**src/rtl/memaccess_if.sv**
```systemverilog
// ---------------------------------------------------------------------------
// memaccess_if : execute / data-memory / writeback / forwarding bundle
// Rev 1.0
// ---------------------------------------------------------------------------
`default_nettype none

interface memaccess_if;
   logic        ma_vld;
   logic        ma_rdy;
   logic [31:0] ma_inst;
   logic [31:0] ma_dat;
   logic [31:0] ma_rd2;
   logic        dm_req;
   logic        dm_we;
   logic [31:0] dm_addr;
   logic [3:0]  dm_be;
   logic [31:0] dm_wdat;
   logic        dm_gnt;
   logic        dm_rvld;
   logic [31:0] dm_rdat;
   logic        wb_vld;
   logic [31:0] wb_inst;
   logic [31:0] wb_dat;
   logic        wb_err;
   logic        id_fwd_we;
   logic [4:0]  id_fwd_dst;
   logic [31:0] id_fwd_dat;

   // Stage side.
   modport master (
      input  ma_vld, ma_inst, ma_dat, ma_rd2, dm_gnt, dm_rvld, dm_rdat,
      output ma_rdy, dm_req, dm_we, dm_addr, dm_be, dm_wdat,
      output wb_vld, wb_inst, wb_dat, wb_err, id_fwd_we, id_fwd_dst, id_fwd_dat
   );

   // Execute, memory and writeback/decode side.
   modport slave (
      output ma_vld, ma_inst, ma_dat, ma_rd2, dm_gnt, dm_rvld, dm_rdat,
      input  ma_rdy, dm_req, dm_we, dm_addr, dm_be, dm_wdat,
      input  wb_vld, wb_inst, wb_dat, wb_err, id_fwd_we, id_fwd_dst, id_fwd_dat
   );
endinterface

`default_nettype wire

```
**src/rtl/memaccess_top.sv**
```systemverilog
// ---------------------------------------------------------------------------
// memaccess_top : etcpu memory-access stage (load/store over req/gnt/rvld)
// Rev 1.0
// ---------------------------------------------------------------------------
`default_nettype none

module memaccess_top (
   input  wire         clk,
   input  wire         rst_n,
   memaccess_if.master bus
);

   localparam logic [6:0] OP_LOAD   = 7'b0000011;
   localparam logic [6:0] OP_STORE  = 7'b0100011;
   localparam logic [6:0] OP_BRANCH = 7'b1100011;

   typedef enum logic [1:0] {
      S_IDLE = 2'd0,
      S_REQ  = 2'd1,
      S_WAIT = 2'd2
   } state_t;

   state_t      state_q, state_d;
   logic [31:0] inst_q, inst_d;
   logic [31:0] addr_q, addr_d;
   logic        we_q, we_d;
   logic [3:0]  be_q, be_d;
   logic [31:0] wdat_q, wdat_d;
   logic        wb_vld_q, wb_vld_d;
   logic [31:0] wb_inst_q, wb_inst_d;
   logic [31:0] wb_dat_q, wb_dat_d;
   logic        wb_err_q, wb_err_d;

   logic [6:0]  w_op;
   logic [2:0]  w_f3;
   logic [1:0]  w_off;
   logic        w_is_ls;
   logic        w_misal;
   logic [3:0]  w_be;
   logic [31:0] w_wdat;
   logic [31:0] w_shift;
   logic [31:0] w_load_dat;

   assign w_op    = bus.ma_inst[6:0];
   assign w_f3    = bus.ma_inst[14:12];
   assign w_off   = bus.ma_dat[1:0];
   assign w_is_ls = (w_op == OP_LOAD) || (w_op == OP_STORE);

   // Access size comes from funct3[1:0]: byte, half, word.
   always_comb begin
      w_misal = 1'b0;
      w_be    = 4'b1111;
      w_wdat  = bus.ma_rd2;
      case (w_f3[1:0])
         2'b00: begin
            w_be   = 4'b0001 << w_off;
            w_wdat = {4{bus.ma_rd2[7:0]}};
         end
         2'b01: begin
            w_misal = w_off[0];
            w_be    = 4'b0011 << w_off;
            w_wdat  = {2{bus.ma_rd2[15:0]}};
         end
         default: w_misal = (w_off != 2'b00);
      endcase
   end

   // Lane-align the returned word, then extend per funct3[2] (1 = unsigned).
   assign w_shift = bus.dm_rdat >> {addr_q[1:0], 3'b000};

   always_comb begin
      case (inst_q[13:12])
         2'b00:   w_load_dat = {{24{~inst_q[14] & w_shift[7]}}, w_shift[7:0]};
         2'b01:   w_load_dat = {{16{~inst_q[14] & w_shift[15]}}, w_shift[15:0]};
         default: w_load_dat = w_shift;
      endcase
   end

   always_comb begin
      state_d   = state_q;
      inst_d    = inst_q;
      addr_d    = addr_q;
      we_d      = we_q;
      be_d      = be_q;
      wdat_d    = wdat_q;
      wb_vld_d  = 1'b0;
      wb_inst_d = wb_inst_q;
      wb_dat_d  = wb_dat_q;
      wb_err_d  = wb_err_q;
      case (state_q)
         S_IDLE: begin
            if (bus.ma_vld) begin
               if (w_is_ls && !w_misal) begin
                  state_d = S_REQ;
                  inst_d  = bus.ma_inst;
                  addr_d  = bus.ma_dat;
                  we_d    = (w_op == OP_STORE);
                  be_d    = w_be;
                  wdat_d  = w_wdat;
               end else begin
                  wb_vld_d  = 1'b1;
                  wb_inst_d = bus.ma_inst;
                  wb_dat_d  = w_is_ls ? 32'd0 : bus.ma_dat;
                  wb_err_d  = w_is_ls;
               end
            end
         end
         S_REQ: begin
            if (bus.dm_gnt) begin
               if (we_q) begin
                  state_d   = S_IDLE;
                  wb_vld_d  = 1'b1;
                  wb_inst_d = inst_q;
                  wb_dat_d  = addr_q;
                  wb_err_d  = 1'b0;
               end else begin
                  state_d = S_WAIT;
               end
            end
         end
         S_WAIT: begin
            if (bus.dm_rvld) begin
               state_d   = S_IDLE;
               wb_vld_d  = 1'b1;
               wb_inst_d = inst_q;
               wb_dat_d  = w_load_dat;
               wb_err_d  = 1'b0;
            end
         end
         default: state_d = S_IDLE;
      endcase
   end

   always_ff @(posedge clk or negedge rst_n) begin
      if (!rst_n) begin
         state_q   <= S_IDLE;
         inst_q    <= '0;
         addr_q    <= '0;
         we_q      <= 1'b0;
         be_q      <= '0;
         wdat_q    <= '0;
         wb_vld_q  <= 1'b0;
         wb_inst_q <= '0;
         wb_dat_q  <= '0;
         wb_err_q  <= 1'b0;
      end else begin
         state_q   <= state_d;
         inst_q    <= inst_d;
         addr_q    <= addr_d;
         we_q      <= we_d;
         be_q      <= be_d;
         wdat_q    <= wdat_d;
         wb_vld_q  <= wb_vld_d;
         wb_inst_q <= wb_inst_d;
         wb_dat_q  <= wb_dat_d;
         wb_err_q  <= wb_err_d;
      end
   end

   assign bus.ma_rdy     = (state_q == S_IDLE);
   assign bus.dm_req     = (state_q == S_REQ);
   assign bus.dm_we      = we_q;
   assign bus.dm_addr    = {addr_q[31:2], 2'b00};
   assign bus.dm_be      = be_q;
   assign bus.dm_wdat    = wdat_q;
   assign bus.wb_vld     = wb_vld_q;
   assign bus.wb_inst    = wb_inst_q;
   assign bus.wb_dat     = wb_dat_q;
   assign bus.wb_err     = wb_err_q;
   assign bus.id_fwd_we  = wb_vld_q && (wb_inst_q[6:0] != OP_STORE) &&
                           (wb_inst_q[6:0] != OP_BRANCH) && !wb_err_q &&
                           (wb_inst_q[11:7] != 5'd0);
   assign bus.id_fwd_dst = wb_inst_q[11:7];
   assign bus.id_fwd_dat = wb_dat_q;

endmodule

`default_nettype wire

```
**src/flat_wrapper.sv**
```systemverilog
// flat-port wrapper written by rule: the top's interface ports become plain ports
module memaccess_top_flat 
  (clk, rst_n, bus_ma_vld, bus_ma_inst, bus_ma_dat, bus_ma_rd2, bus_dm_gnt, bus_dm_rvld, bus_dm_rdat, bus_ma_rdy, bus_dm_req, bus_dm_we, bus_dm_addr, bus_dm_be, bus_dm_wdat, bus_wb_vld, bus_wb_inst, bus_wb_dat, bus_wb_err, bus_id_fwd_we, bus_id_fwd_dst, bus_id_fwd_dat);
  memaccess_if bus_i ();
  input  wire clk;
  input  wire rst_n;
  input wire logic [$bits(bus_i.ma_vld)-1:0] bus_ma_vld;
  input wire logic [$bits(bus_i.ma_inst)-1:0] bus_ma_inst;
  input wire logic [$bits(bus_i.ma_dat)-1:0] bus_ma_dat;
  input wire logic [$bits(bus_i.ma_rd2)-1:0] bus_ma_rd2;
  input wire logic [$bits(bus_i.dm_gnt)-1:0] bus_dm_gnt;
  input wire logic [$bits(bus_i.dm_rvld)-1:0] bus_dm_rvld;
  input wire logic [$bits(bus_i.dm_rdat)-1:0] bus_dm_rdat;
  output wire logic [$bits(bus_i.ma_rdy)-1:0] bus_ma_rdy;
  output wire logic [$bits(bus_i.dm_req)-1:0] bus_dm_req;
  output wire logic [$bits(bus_i.dm_we)-1:0] bus_dm_we;
  output wire logic [$bits(bus_i.dm_addr)-1:0] bus_dm_addr;
  output wire logic [$bits(bus_i.dm_be)-1:0] bus_dm_be;
  output wire logic [$bits(bus_i.dm_wdat)-1:0] bus_dm_wdat;
  output wire logic [$bits(bus_i.wb_vld)-1:0] bus_wb_vld;
  output wire logic [$bits(bus_i.wb_inst)-1:0] bus_wb_inst;
  output wire logic [$bits(bus_i.wb_dat)-1:0] bus_wb_dat;
  output wire logic [$bits(bus_i.wb_err)-1:0] bus_wb_err;
  output wire logic [$bits(bus_i.id_fwd_we)-1:0] bus_id_fwd_we;
  output wire logic [$bits(bus_i.id_fwd_dst)-1:0] bus_id_fwd_dst;
  output wire logic [$bits(bus_i.id_fwd_dat)-1:0] bus_id_fwd_dat;
  assign bus_i.ma_vld = bus_ma_vld;
  assign bus_i.ma_inst = bus_ma_inst;
  assign bus_i.ma_dat = bus_ma_dat;
  assign bus_i.ma_rd2 = bus_ma_rd2;
  assign bus_i.dm_gnt = bus_dm_gnt;
  assign bus_i.dm_rvld = bus_dm_rvld;
  assign bus_i.dm_rdat = bus_dm_rdat;
  assign bus_ma_rdy = bus_i.ma_rdy;
  assign bus_dm_req = bus_i.dm_req;
  assign bus_dm_we = bus_i.dm_we;
  assign bus_dm_addr = bus_i.dm_addr;
  assign bus_dm_be = bus_i.dm_be;
  assign bus_dm_wdat = bus_i.dm_wdat;
  assign bus_wb_vld = bus_i.wb_vld;
  assign bus_wb_inst = bus_i.wb_inst;
  assign bus_wb_dat = bus_i.wb_dat;
  assign bus_wb_err = bus_i.wb_err;
  assign bus_id_fwd_we = bus_i.id_fwd_we;
  assign bus_id_fwd_dst = bus_i.id_fwd_dst;
  assign bus_id_fwd_dat = bus_i.id_fwd_dat;
  memaccess_top u_core (.clk(clk), .rst_n(rst_n), .bus(bus_i));
endmodule
```
**config.mk**
```make
export PLATFORM = sky130hd
export DESIGN_NAME = memaccess_top_flat
export DESIGN_NICKNAME = d
export VERILOG_FILES = /design/src/rtl/memaccess_if.sv /design/src/rtl/memaccess_top.sv /design/src/flat_wrapper.sv
export SDC_FILE = /design/constraint.sdc
export NUM_CORES = 1
export LEC_CHECK = 0
export CAP_MARGIN = 30
export CORE_AREA = 2 2 140 142
export CTS_BUF_LIST = sky130_fd_sc_hd__clkbuf_4 sky130_fd_sc_hd__clkbuf_8
export DETAILED_ROUTE_END_ITERATION = 12
export DIE_AREA = 0 0 142 144
export GPL_TIMING_DRIVEN = 0
export PLACE_DENSITY = 0.83
export SKIP_CTS_REPAIR_TIMING = 1
export SYNTH_ARGS = -nofsm -noshare
export SYNTH_HDL_FRONTEND = slang
export SYNTH_SLANG_ARGS = --single-unit
```
**constraint.sdc**
```tcl
create_clock -name clk -period 2.8 [get_ports clk]
set_input_delay 0.84 -clock clk [delete_from_list [all_inputs] [get_ports clk]]
set_output_delay 0.84 -clock clk [all_outputs]
set_load 0.02 [all_outputs]
```
Yosys cells after proc, flatten, opt, wreduce, memory -nomap -nowiden
Cells that the tools add are included.

Flip-flop bits (word level): 169. Logic and storage cells: 82.

Eq/ne operators: 14. Shift operators: 3. Mux-type cells: 35. Bitwise logic cells: 3. Reduce and logical (&&, ||, !) cells: 17.

Operators by type and width (number): $mux 32 (11); $pmux 32 s3 (2); $pmux 32 s2 (2); $shr 32x5->32 (1); $mux 1 (10); $mux 2 (5); $ne 2x2->1 const B (4); $pmux 4 s2 (1); $eq 7x2->1 const B (1); $eq 7x6->1 const B (1); $ne 7x6->1 const B (1); $ne 7x7->1 const B (1); $eq 2x1->1 const B (3); $logic_not 2->1 (3); $pmux 1 s3 (2); $pmux 2 s3 (1); $reduce_and 6->1 (1); $logic_and 1x1->1 (5); $reduce_bool 5->1 (1); $ne 2x1->1 const B (2); $reduce_and 4->1 (1); $shl 1x2->4 const A (1); $shl 2x2->4 const A (1); $reduce_and 3->1 (1); other kinds (8) (10).

Logic depth before layout (Yosys ltp)
Gate-level depths: netlist (run 1).

Depth in word-level cells: 7. Depth in mapped cells: 10. Depth with buffers taken out: 7.

Least setup slack after synthesis (run 1)
OpenSTA, ideal clock, no wires.

Kind: input-to-reg. Start: input bus_ma_inst[2]. End: register u_core.be_q[1], in the netlist u_core.bus.dm_be[1]. Setup time: 0.120 ns. Arrival time: 2.149 ns. Path slack: 0.530 ns. Stages on the path: 8. Cells stage by stage: and4bb_2 > nand4_1 > or2_1 > clkbuf_1 > buf_2 > buf_2 > nand2_1 > nand2_1.

Longest elaborated chain between the ends: 4. Elaborated cells on any way between the ends: 5. Those cells by class: eq/ne: 2; reduce/logical: 3.

Ends and longest elaborated chain: start: declaration (line flat_wrapper.sv:8) `input wire logic [$bits(bus_i.ma_inst)-1:0] bus_ma_inst;`; $eq 7x2->1 / $eq 7x6->1 (equally long branches) (line memaccess_top.sv:47) `assign w_is_ls = (w_op == OP_LOAD) || (w_op == OP_STORE);`; $logic_or 1x1->1 * (line memaccess_top.sv:47); $logic_and 1x1->1 * (line memaccess_top.sv:93) `if (w_is_ls && !w_misal) begin`; $reduce_and 3->1 (no line) *; end signal: assignment (line memaccess_top.sv:140) `be_q <= '0;`; end signal: assignment (line memaccess_top.sv:151) `be_q <= be_d;`; end: declaration (line memaccess_top.sv:27) `logic [3:0] be_q, be_d;`.

Every way passes the cells marked *; elsewhere a longest branch is shown, timed or not. A chain may end at the register's enable or synchronous reset.

Worst setup path after layout (run 1)
Start: register u_core.wb_inst_q[7], in the netlist u_core.bus.wb_inst[7]. End: output bus_id_fwd_we.

Longest elaborated chain between the ends: 2.

Ends and longest elaborated chain: start: declaration (line memaccess_top.sv:30) `logic [31:0] wb_inst_q, wb_inst_d;`; start signal: assignment (line memaccess_top.sv:154) `wb_inst_q <= wb_inst_d;`; $reduce_bool 5->1 (line memaccess_top.sv:172) `(wb_inst_q[11:7] != 5'd0);`; $logic_and 1x1->1 (line memaccess_top.sv:171) `(wb_inst_q[6:0] != OP_BRANCH) && !wb_err_q &&`; end: declaration (line flat_wrapper.sv:24) `output wire logic [$bits(bus_i.id_fwd_we)-1:0] bus_id_fwd_we;`.

Every way passes these cells.

==> results of run 1 <==
[stage by stage]
step,setup slack [ns],TNS [ns],hold WS (ns),instances
after floorplan,0.530,0,0.434,968
after detailed placement,-0.636,-66.20,0.455,1510
after global placement,-6.15,-1100.05,0.449,1509
final,0.0911,0,0.325,1542
after CTS,-0.501,-4.89,0.333,1540
after global routing,0.00114,0,0.359,1542
[per-layer routing]
layer  track usage (%)  vias to the layer above  routed length [um]
met5                 0                        -                   0
met4              14.4                        0                1340
met3              6.89                       68                2550
met2              46.2                      420               13500
met1              36.7                     3931               12000
li1                  -                     3843                   -
[power by group through the flow]
stage,clock [mW],combinational [mW],sequential (mW)
finish,1.65,6.39,3.61
global route,1.77,6.84,3.69
detailed placement,0,6.38,3.65
CTS,1.68,6.40,3.61
global placement,0,6.27,3.63
floorplan,0,3.02,4.14
[registers in the layout, indices dropped and copies added (netlist names)]
register               flops
u_core.addr_q             32
u_core.bus.dm_wdat        32
u_core.bus.id_fwd_dat     32
u_core.bus.wb_inst        32
u_core.inst_q             32
u_core.bus.dm_be           4
u_core.state_q             2
u_core.bus.dm_we           1
u_core.bus.wb_err          1
u_core.bus.wb_vld          1
[cells by family after synthesis]
logic type / share of synthesized area (%)
simple gates: 18.3
fa+ha+maj: 0.572
other cells: 0.0429
flops: 48.4
mux: 8.61
buf+inv: 9.74
compound gates: 14.4
[area by class of cell]
| class | instances | share of cell area [%] |
|---|---|---|
| diodes | 1 | 0.0200 |
| plain buffers | 133 | 6.55 |
| clock buffers | 20 | 2.10 |
| clock inverters | 10 | 0.781 |
| inverters | 10 | 0.301 |
| multi-input cells | 656 | 29.4 |
| flip-flops and latches | 169 | 33.9 |
| well taps | 238 | 2.38 |
| repair buffers | 305 | 24.6 |
[final timing paths]
kind                                        from  cells after the start                         to
setup / recovery           u_core.bus.wb_inst[7]                      4              bus_id_fwd_we
hold / removal                             rst_n                      1     u_core.bus.dm_wdat[26]
setup reg to reg               u_core.state_q[0]                      6  u_core.bus.id_fwd_dat[25]
hold reg to reg                 u_core.inst_q[1]                      1           u_core.inst_q[1]
max in group asynchronous                  rst_n                      2          u_core.addr_q[31]
min in group clk                u_core.inst_q[1]                      1           u_core.inst_q[1]
[cell usage after synthesis (all sizes together), types with 2 or more instances]
cell type / number
nand3: 12
dfrtp: 169
a21oi: 11
a211o: 6
nand2b: 2
o21a: 3
a311oi: 7
nor2b: 10
clkbuf: 33
a32o: 6
mux2i: 73
ha: 4
o21ai: 74
o211ai: 4
a22o: 8
and2: 4
nand2: 302
o211a: 2
inv: 10
a21boi: 2
a22oi: 7
a211oi: 15
nor2: 60
a221oi: 8
o31ai: 16
buf: 100
nor3: 2
[worst register-to-register path, delay by kind of cell (launching register included)]
| kind | cells | cell delay (ns) |
|---|---|---|
| buffers and inverters | 2 | 0.41 |
| adders and majority gates | 1 | 0.30 |
| AOI/OAI and AO/OA | 3 | 1.28 |
| DFF | 1 | 0.40 |
==> run summary, run 1 <==
The run finished with clean final reports. The fraction of synthesis flops using an asynchronous set or reset pin was 100%; the wire length of the first global-routing pass was 45000 um. Number of global-route vias before repair: 8108. Summing all flip-flop and latch instances after layout gives 0.00423 mm^2. The die area came out at 0.0204 mm^2.

The synthesized design contains 0 enable-type register cells. For this design the top-level I/O count stands at 308. The slew at the pin closest to its max-slew limit was 0.932 ns. The largest fanout on the critical path works out to 4. Slowest library cell on the worst path: sky130_fd_sc_hd__or4_1. The largest net degree at the start of global routing was 99. The relative area change from synthesis to final layout is 42.8%, and the maximum operating frequency is 369 MHz. At the later pin of the worst-skew pair, clock insertion delay measures 0.45 ns. The core region is 0.0191 mm^2. The initial utilization of the core area, before any placement, comes to 45.8%. On the worst path, the slowest cell contributes a delay of 0.58 ns. The run gives 0.32 ns as the reg-to-reg setup timing slack. The cell area after technology mapping is 0.00875 mm^2. In this run switching power makes up 41.8% of total power. The port buffer count is 303.

Internal power comes to 6.79 mW. The clock transition at the register clock pins on the worst setup and hold paths after CTS is 0.09 ns. The number of max-cap violations was 0; the total setup violations reported at the end of the flow was 0. The sequential share of the synthesized area is 48.4%.

The data arrival at the endpoint of the critical path is 1.87 ns. Detailed placement finished with a half-perimeter wire length of 22300 um. From bottom edge to top edge, the die measures 144 um. The static leakage power came out at 5.71 nW. The critical path class is reg2out.

The most area-hungry cell type in the Yosys netlist was sky130_fd_sc_hd__dfrtp_1. The clock tree buffer depth was 2. Traced cell by cell, the critical path runs through or4_1 > o21ai_2 > nor3b_1 > clkbuf_2. The run gives 1429 as the final-stage net count. In the finished design, the share of the clock period the worst path needs comes to 96.7%.

For this run, the total global-route usage over all layers was measured as 28.8%. The tools report the final-report hold violation count as 0. The cell family contributing the most delay on the critical path is simple AND/OR/NAND/NOR gates. The post-route netlist has 11.7% of its cells at a drive strength greater than 1. By area the synthesized netlist is led by sky130_fd_sc_hd__dfrtp_1 48%, sky130_fd_sc_hd__nand2_1 13%, sky130_fd_sc_hd__mux2i_1 8.4%. After global routing the overflow that remains totals 0. TritonCTS built the clock tree.

The final route contains 8262 vias. Clock tree synthesis found a total of 169 sinks. The count of buffer and inverter cells on the critical path was 1; the total of flip-flops plus latches after synthesis was 169. The synthesized netlist contains 55 unique library cells.

The logs give 0.0173 ns for the worst setup skew after layout and 31.0% for the proportion of power drawn by flip-flops and latches. The floorplan has 51 rows. Setup repair after global routing left no endpoint under its margin.

The worst setup path is captured at a primary output. The maximum vdd ir drop came out at 0.578 mV. The relative contribution of combinational cells to total power is 54.8%, and the post-synthesis area per instance is 9.04 um^2.

The area share of the largest cell type after synthesis is 48.4%. After detailed routing, the number of remaining DRC violations is 0. Nature of the critical path startpoint: a flop. The clock tree root driver cell was sky130_fd_sc_hd__clkbuf_8.

The initial antenna violation count was 1; the detailed-route vias per instance was 5.36. The logs give 11.7 mW for the overall power after layout and 1621 for the number of filler instances in the final layout. Among all flip-flop cells after synthesis, the most frequent one is sky130_fd_sc_hd__dfrtp_1. Cells fill 65.5% of the core in the end. The synthesis warning total is 0. The congestion estimate from routability-driven global placement came to 0.927. The library cell used most frequently in the layout, excluding fill and tap cells, is sky130_fd_sc_hd__nand2_1. Summing all non-filler instances in the final layout gives an area of 0.0125 mm^2. Leaving out fill and tap cells, the most frequent cells in the layout are 302 x sky130_fd_sc_hd__nand2_1, 300 x sky130_fd_sc_hd__clkdlybuf4s50_1, 169 x sky130_fd_sc_hd__dfrtp_1.

The run gives 1.96 ns as the required time of the critical path. The worst path in the final design needs a cycle of 2.71 ns, including I/O delays and setup. The share of power burned in the clock network is 14.2%, and the wire length reported by the detailed router is 29400 um. In the final layout, the multi-input gates occupy 0.00367 mm^2. The first detailed-routing pass ran for 5 iterations. Power spread over the standard cell area amounts to 933 mW/mm^2. The min-delay analysis places its worst path in the category in2async. The remaining number of nets flagged by the antenna check after routing is 0. The H-tree was split into 4 levels. The mean routed wirelength per cell came out at 19.1 um.

The number of standard cells after synthesis came out at 967. The number of pins exceeding their max-slew limit in the final report is 0. For the instance area at placement, the log shows 0.0121 mm^2. The run gives 4.87 mW as the net switching power. In this run the tightest slew margin relative to its limit is 37.6%. The number of buffers inserted during clock tree synthesis is 17, and the die boundary width is 142 um. For this block, the initial DRC count from the detailed router was 490.
No activity file was read; power rests on OpenSTA's default activity.
==> run 2, diff against run 1 <==
--- a/config.mk
+++ b/config.mk
@@ -12,6 +12,7 @@
 export DIE_AREA = 0 0 142 144
 export GPL_TIMING_DRIVEN = 0
 export PLACE_DENSITY = 0.83
+export RECOVER_POWER = 100
 export SKIP_CTS_REPAIR_TIMING = 1
 export SYNTH_ARGS = -nofsm -noshare
 export SYNTH_HDL_FRONTEND = slang
==> run 2 against run 1 <==
- the flow now finishes with violations (capacitance limit, slew limit)
- critical path depth is 1 higher
- sequential share of layout area rose by 0.054 points
- clock skew decreased by 0.0021 ns
- non-clock buffer count stayed put
- wire length fell by 0.30%
==> run summary, run 2 (synthesis gave the netlist of run 1 again) <==
Dividing the detail-routed via count by the number of cells gives 5.36. The die covers 0.0204 mm^2. The slowest stage of the critical path belongs to the cell sky130_fd_sc_hd__dlygate4sd3_1. For the worst-skew pair, the clock arrives at the later sink with an insertion delay of 0.45 ns.

Largest net degree at the start of global routing: 99. Final critical-path share of the clock period: 97.5%. The multi-input combinational cells in the finished layout cover a total of 0.00367 mm^2. Grouping stages by cell kind, the critical path spends the most delay in compound AO/OA/AOI/OAI gates.

The total congestion overflow is 0, and the final-stage net count is 1429. The logs give 28.8% for the overall fraction of global-route tracks in use and 3.07 ns for the data arrival at the endpoint of the critical path. The first global-routing pass estimated 45000 um of wire. For the H-tree depth, the log shows 4.

The most common cell after layout, fill and taps aside was sky130_fd_sc_hd__nand2_1. The initial antenna violation count was 1; the clock transition at the register clock pins on the worst setup and hold paths after CTS was 0.09 ns. The clock tree root driver cell is sky130_fd_sc_hd__clkbuf_8.

Cells with a size suffix above 1 make up 11.7% of the layout. Summed over all cells, the static leakage comes to 6.01 nW. STA classifies the critical path startpoint as an input port. In the routed design, unresolved DRC markers number 0. The final weighted congestion in routability-driven placement was 0.927; the number of filler instances in the final layout was 1622.

The region available for standard cell placement spans 0.0191 mm^2. Path type of the worst min-delay path: reg2reg. Across the whole layout, storage elements account for 0.00423 mm^2.

The run gives 0.0713 ns as the post-layout worst setup margin. After detailed routing, the total wire length is 29300 um. For this run, the top clock speed supported by timing is 366 MHz. For the pin with the worst max-slew slack, the measured transition is 1.81 ns. Once placement finished, the instance area stood at 0.0121 mm^2.

For this run, the slowest stage of the critical path takes 0.66 ns. The total setup violations reported at the end of the flow was 0; the relative area change from synthesis to final layout was 42.6%. The finished cells cover 0.0125 mm^2.

Setup repair after global routing left no endpoint under its margin. Die boundary width: 142 um. Counting instances, the worst hold path has a depth of 2. In this run the core area contains 51 standard-cell rows. Once detail routing completed, the nets flagged for antenna violations numbered 0.

The port buffer count works out to 303. HPWL reported at the end of detailed placement: 22300 um. The final-report hold violation count came out at 0. On the final layout, the worst clock skew is 0.0152 ns.

Walking the worst path, the cells encountered are dlygate4sd3_1 > mux4_2 > a21boi_1 > nand3_1 > a22o_1. The count of buffer and inverter cells on the critical path works out to 1. IR analysis of the VDD net gives a maximum drop of 0.545 mV.

The total number of clock tree sinks is 169. The checks that failed: capacitance limit, slew limit. After layout, the design draws a total of 11.3 mW. The number of pins exceeding their max-slew limit in the final report came out at 72.

The worst setup path is captured at a flop. The tools report the number of global-route vias before repair as 8108. In this run, CTS created clock tree buffers numbering 17. The logs give 3.14 ns for the required time of the critical path and 308 for the top-level I/O count. The first detailed-routing pass ran for 5 iterations.

Measured in cells, the most critical reg-to-reg path has a length of 7. For the initial DRC count, the log shows 481. The flow ran to the end, but the final reports show violations. The critical path crosses 5 cells after its start point.

The run gives -0.636 ns as the worst slack at placement. For this design the ratio of total power to cell area is 906 mW/mm^2. TritonCTS built the clock tree. In the final routed layout, each cell accounts on average for 19.0 um.

The number of max-cap violations came out at 1. The critical path class is in2reg. The worst pin sits at a relative slew slack of -20.5%. The post-route minimum period was 2.73 ns; the initial standard-cell utilization of the core was 45.8%. In the layout the commonest cells are 302 x sky130_fd_sc_hd__nand2_1, 171 x sky130_fd_sc_hd__dlygate4sd3_1, 169 x sky130_fd_sc_hd__dfrtp_1. Of all nets on the critical path, the largest fanout is 7.

For the clock tree buffer depth, the log shows 2. The tools report the total via count in the routed design as 8259. The final design utilization came out at 65.4%. From bottom edge to top edge, the die measures 144 um.
==> run 2: cell types whose count changed in the layout (fill, tap and decap cells not counted) <==
cell and delta:
sky130_fd_sc_hd__and2_0 +2, sky130_fd_sc_hd__and2_1 -2, sky130_fd_sc_hd__buf_2 -8, sky130_fd_sc_hd__buf_8 -1, sky130_fd_sc_hd__clkbuf_1 +2, sky130_fd_sc_hd__clkbuf_2 +8
sky130_fd_sc_hd__clkdlybuf4s50_1 -171, sky130_fd_sc_hd__dlygate4sd3_1 +171, sky130_fd_sc_hd__dlymetal6s2s_1 -1
==> run 2: cell type report <==
cell class                      count  share of cell area (%)
Inverter                           10                   0.301
Multi-Input combinational cell    656                    29.5
Antenna cell                        1                  0.0201
Clock inverter                     10                   0.783
Timing Repair Buffer              305                    24.5
Buffer                            133                    6.55
Tap cell                          238                    2.39
Sequential cell                   169                    33.9
Clock buffer                       20                    2.11
==> run 2: report_power, final <==
| part | total (mW) | leakage (nW) | internal [mW] | switching (mW) |
|---|---|---|---|---|
| Clock | 1.65 | 0.178 | 0.740 | 0.909 |
| Sequential | 3.59 | 2.21 | 3.08 | 0.507 |
| Combinational | 6.06 | 3.62 | 2.65 | 3.41 |
==> run 2: worst paths after layout <==
path | from | end | slack [ns]
worst max-delay path | bus_dm_rdat[31] | u_core.bus.id_fwd_dat[14] | 0.07
worst min-delay path | u_core.bus.dm_wdat[0] | u_core.bus.dm_wdat[0] | 0.47
worst max register to register | u_core.state_q[1] | u_core.bus.id_fwd_dat[25] | 0.27
worst min register to register | u_core.bus.dm_wdat[0] | u_core.bus.dm_wdat[0] | 0.47
max in group asynchronous | rst_n | u_core.addr_q[4] | 0.72
min in group asynchronous | rst_n | u_core.bus.dm_wdat[26] | 0.84
==> run 2: worst reg2reg max path, cell delays in order (launching register included) <==
cell and delay, ns:
sky130_fd_sc_hd__dfrtp_1 0.38, sky130_fd_sc_hd__inv_1 0.08, sky130_fd_sc_hd__ha_1 0.20, sky130_fd_sc_hd__clkbuf_1 0.22, sky130_fd_sc_hd__a222oi_1 0.55, sky130_fd_sc_hd__o211ai_2 0.40
sky130_fd_sc_hd__buf_2 0.32, sky130_fd_sc_hd__o31ai_1 0.28
==> run 2: stage by stage <==
stage	std cells	setup TNS, ns	hold WS [ns]
detailed placement	1510	-66.20	0.455
global route	1542	0	0.500
global placement	1509	-1100.05	0.449
CTS	1540	-4.89	0.333
finish	1542	0	0.465
floorplan	968	0	0.434
==> run 2: routing by layer <==
metal	vias to the layer above	track usage (%)	part of all wire [%]
met3	69	6.89	8.9
met1	3901	36.7	40
li1	3848	-	-
met5	-	0	0
met4	0	14.4	4.5
met2	441	46.2	46
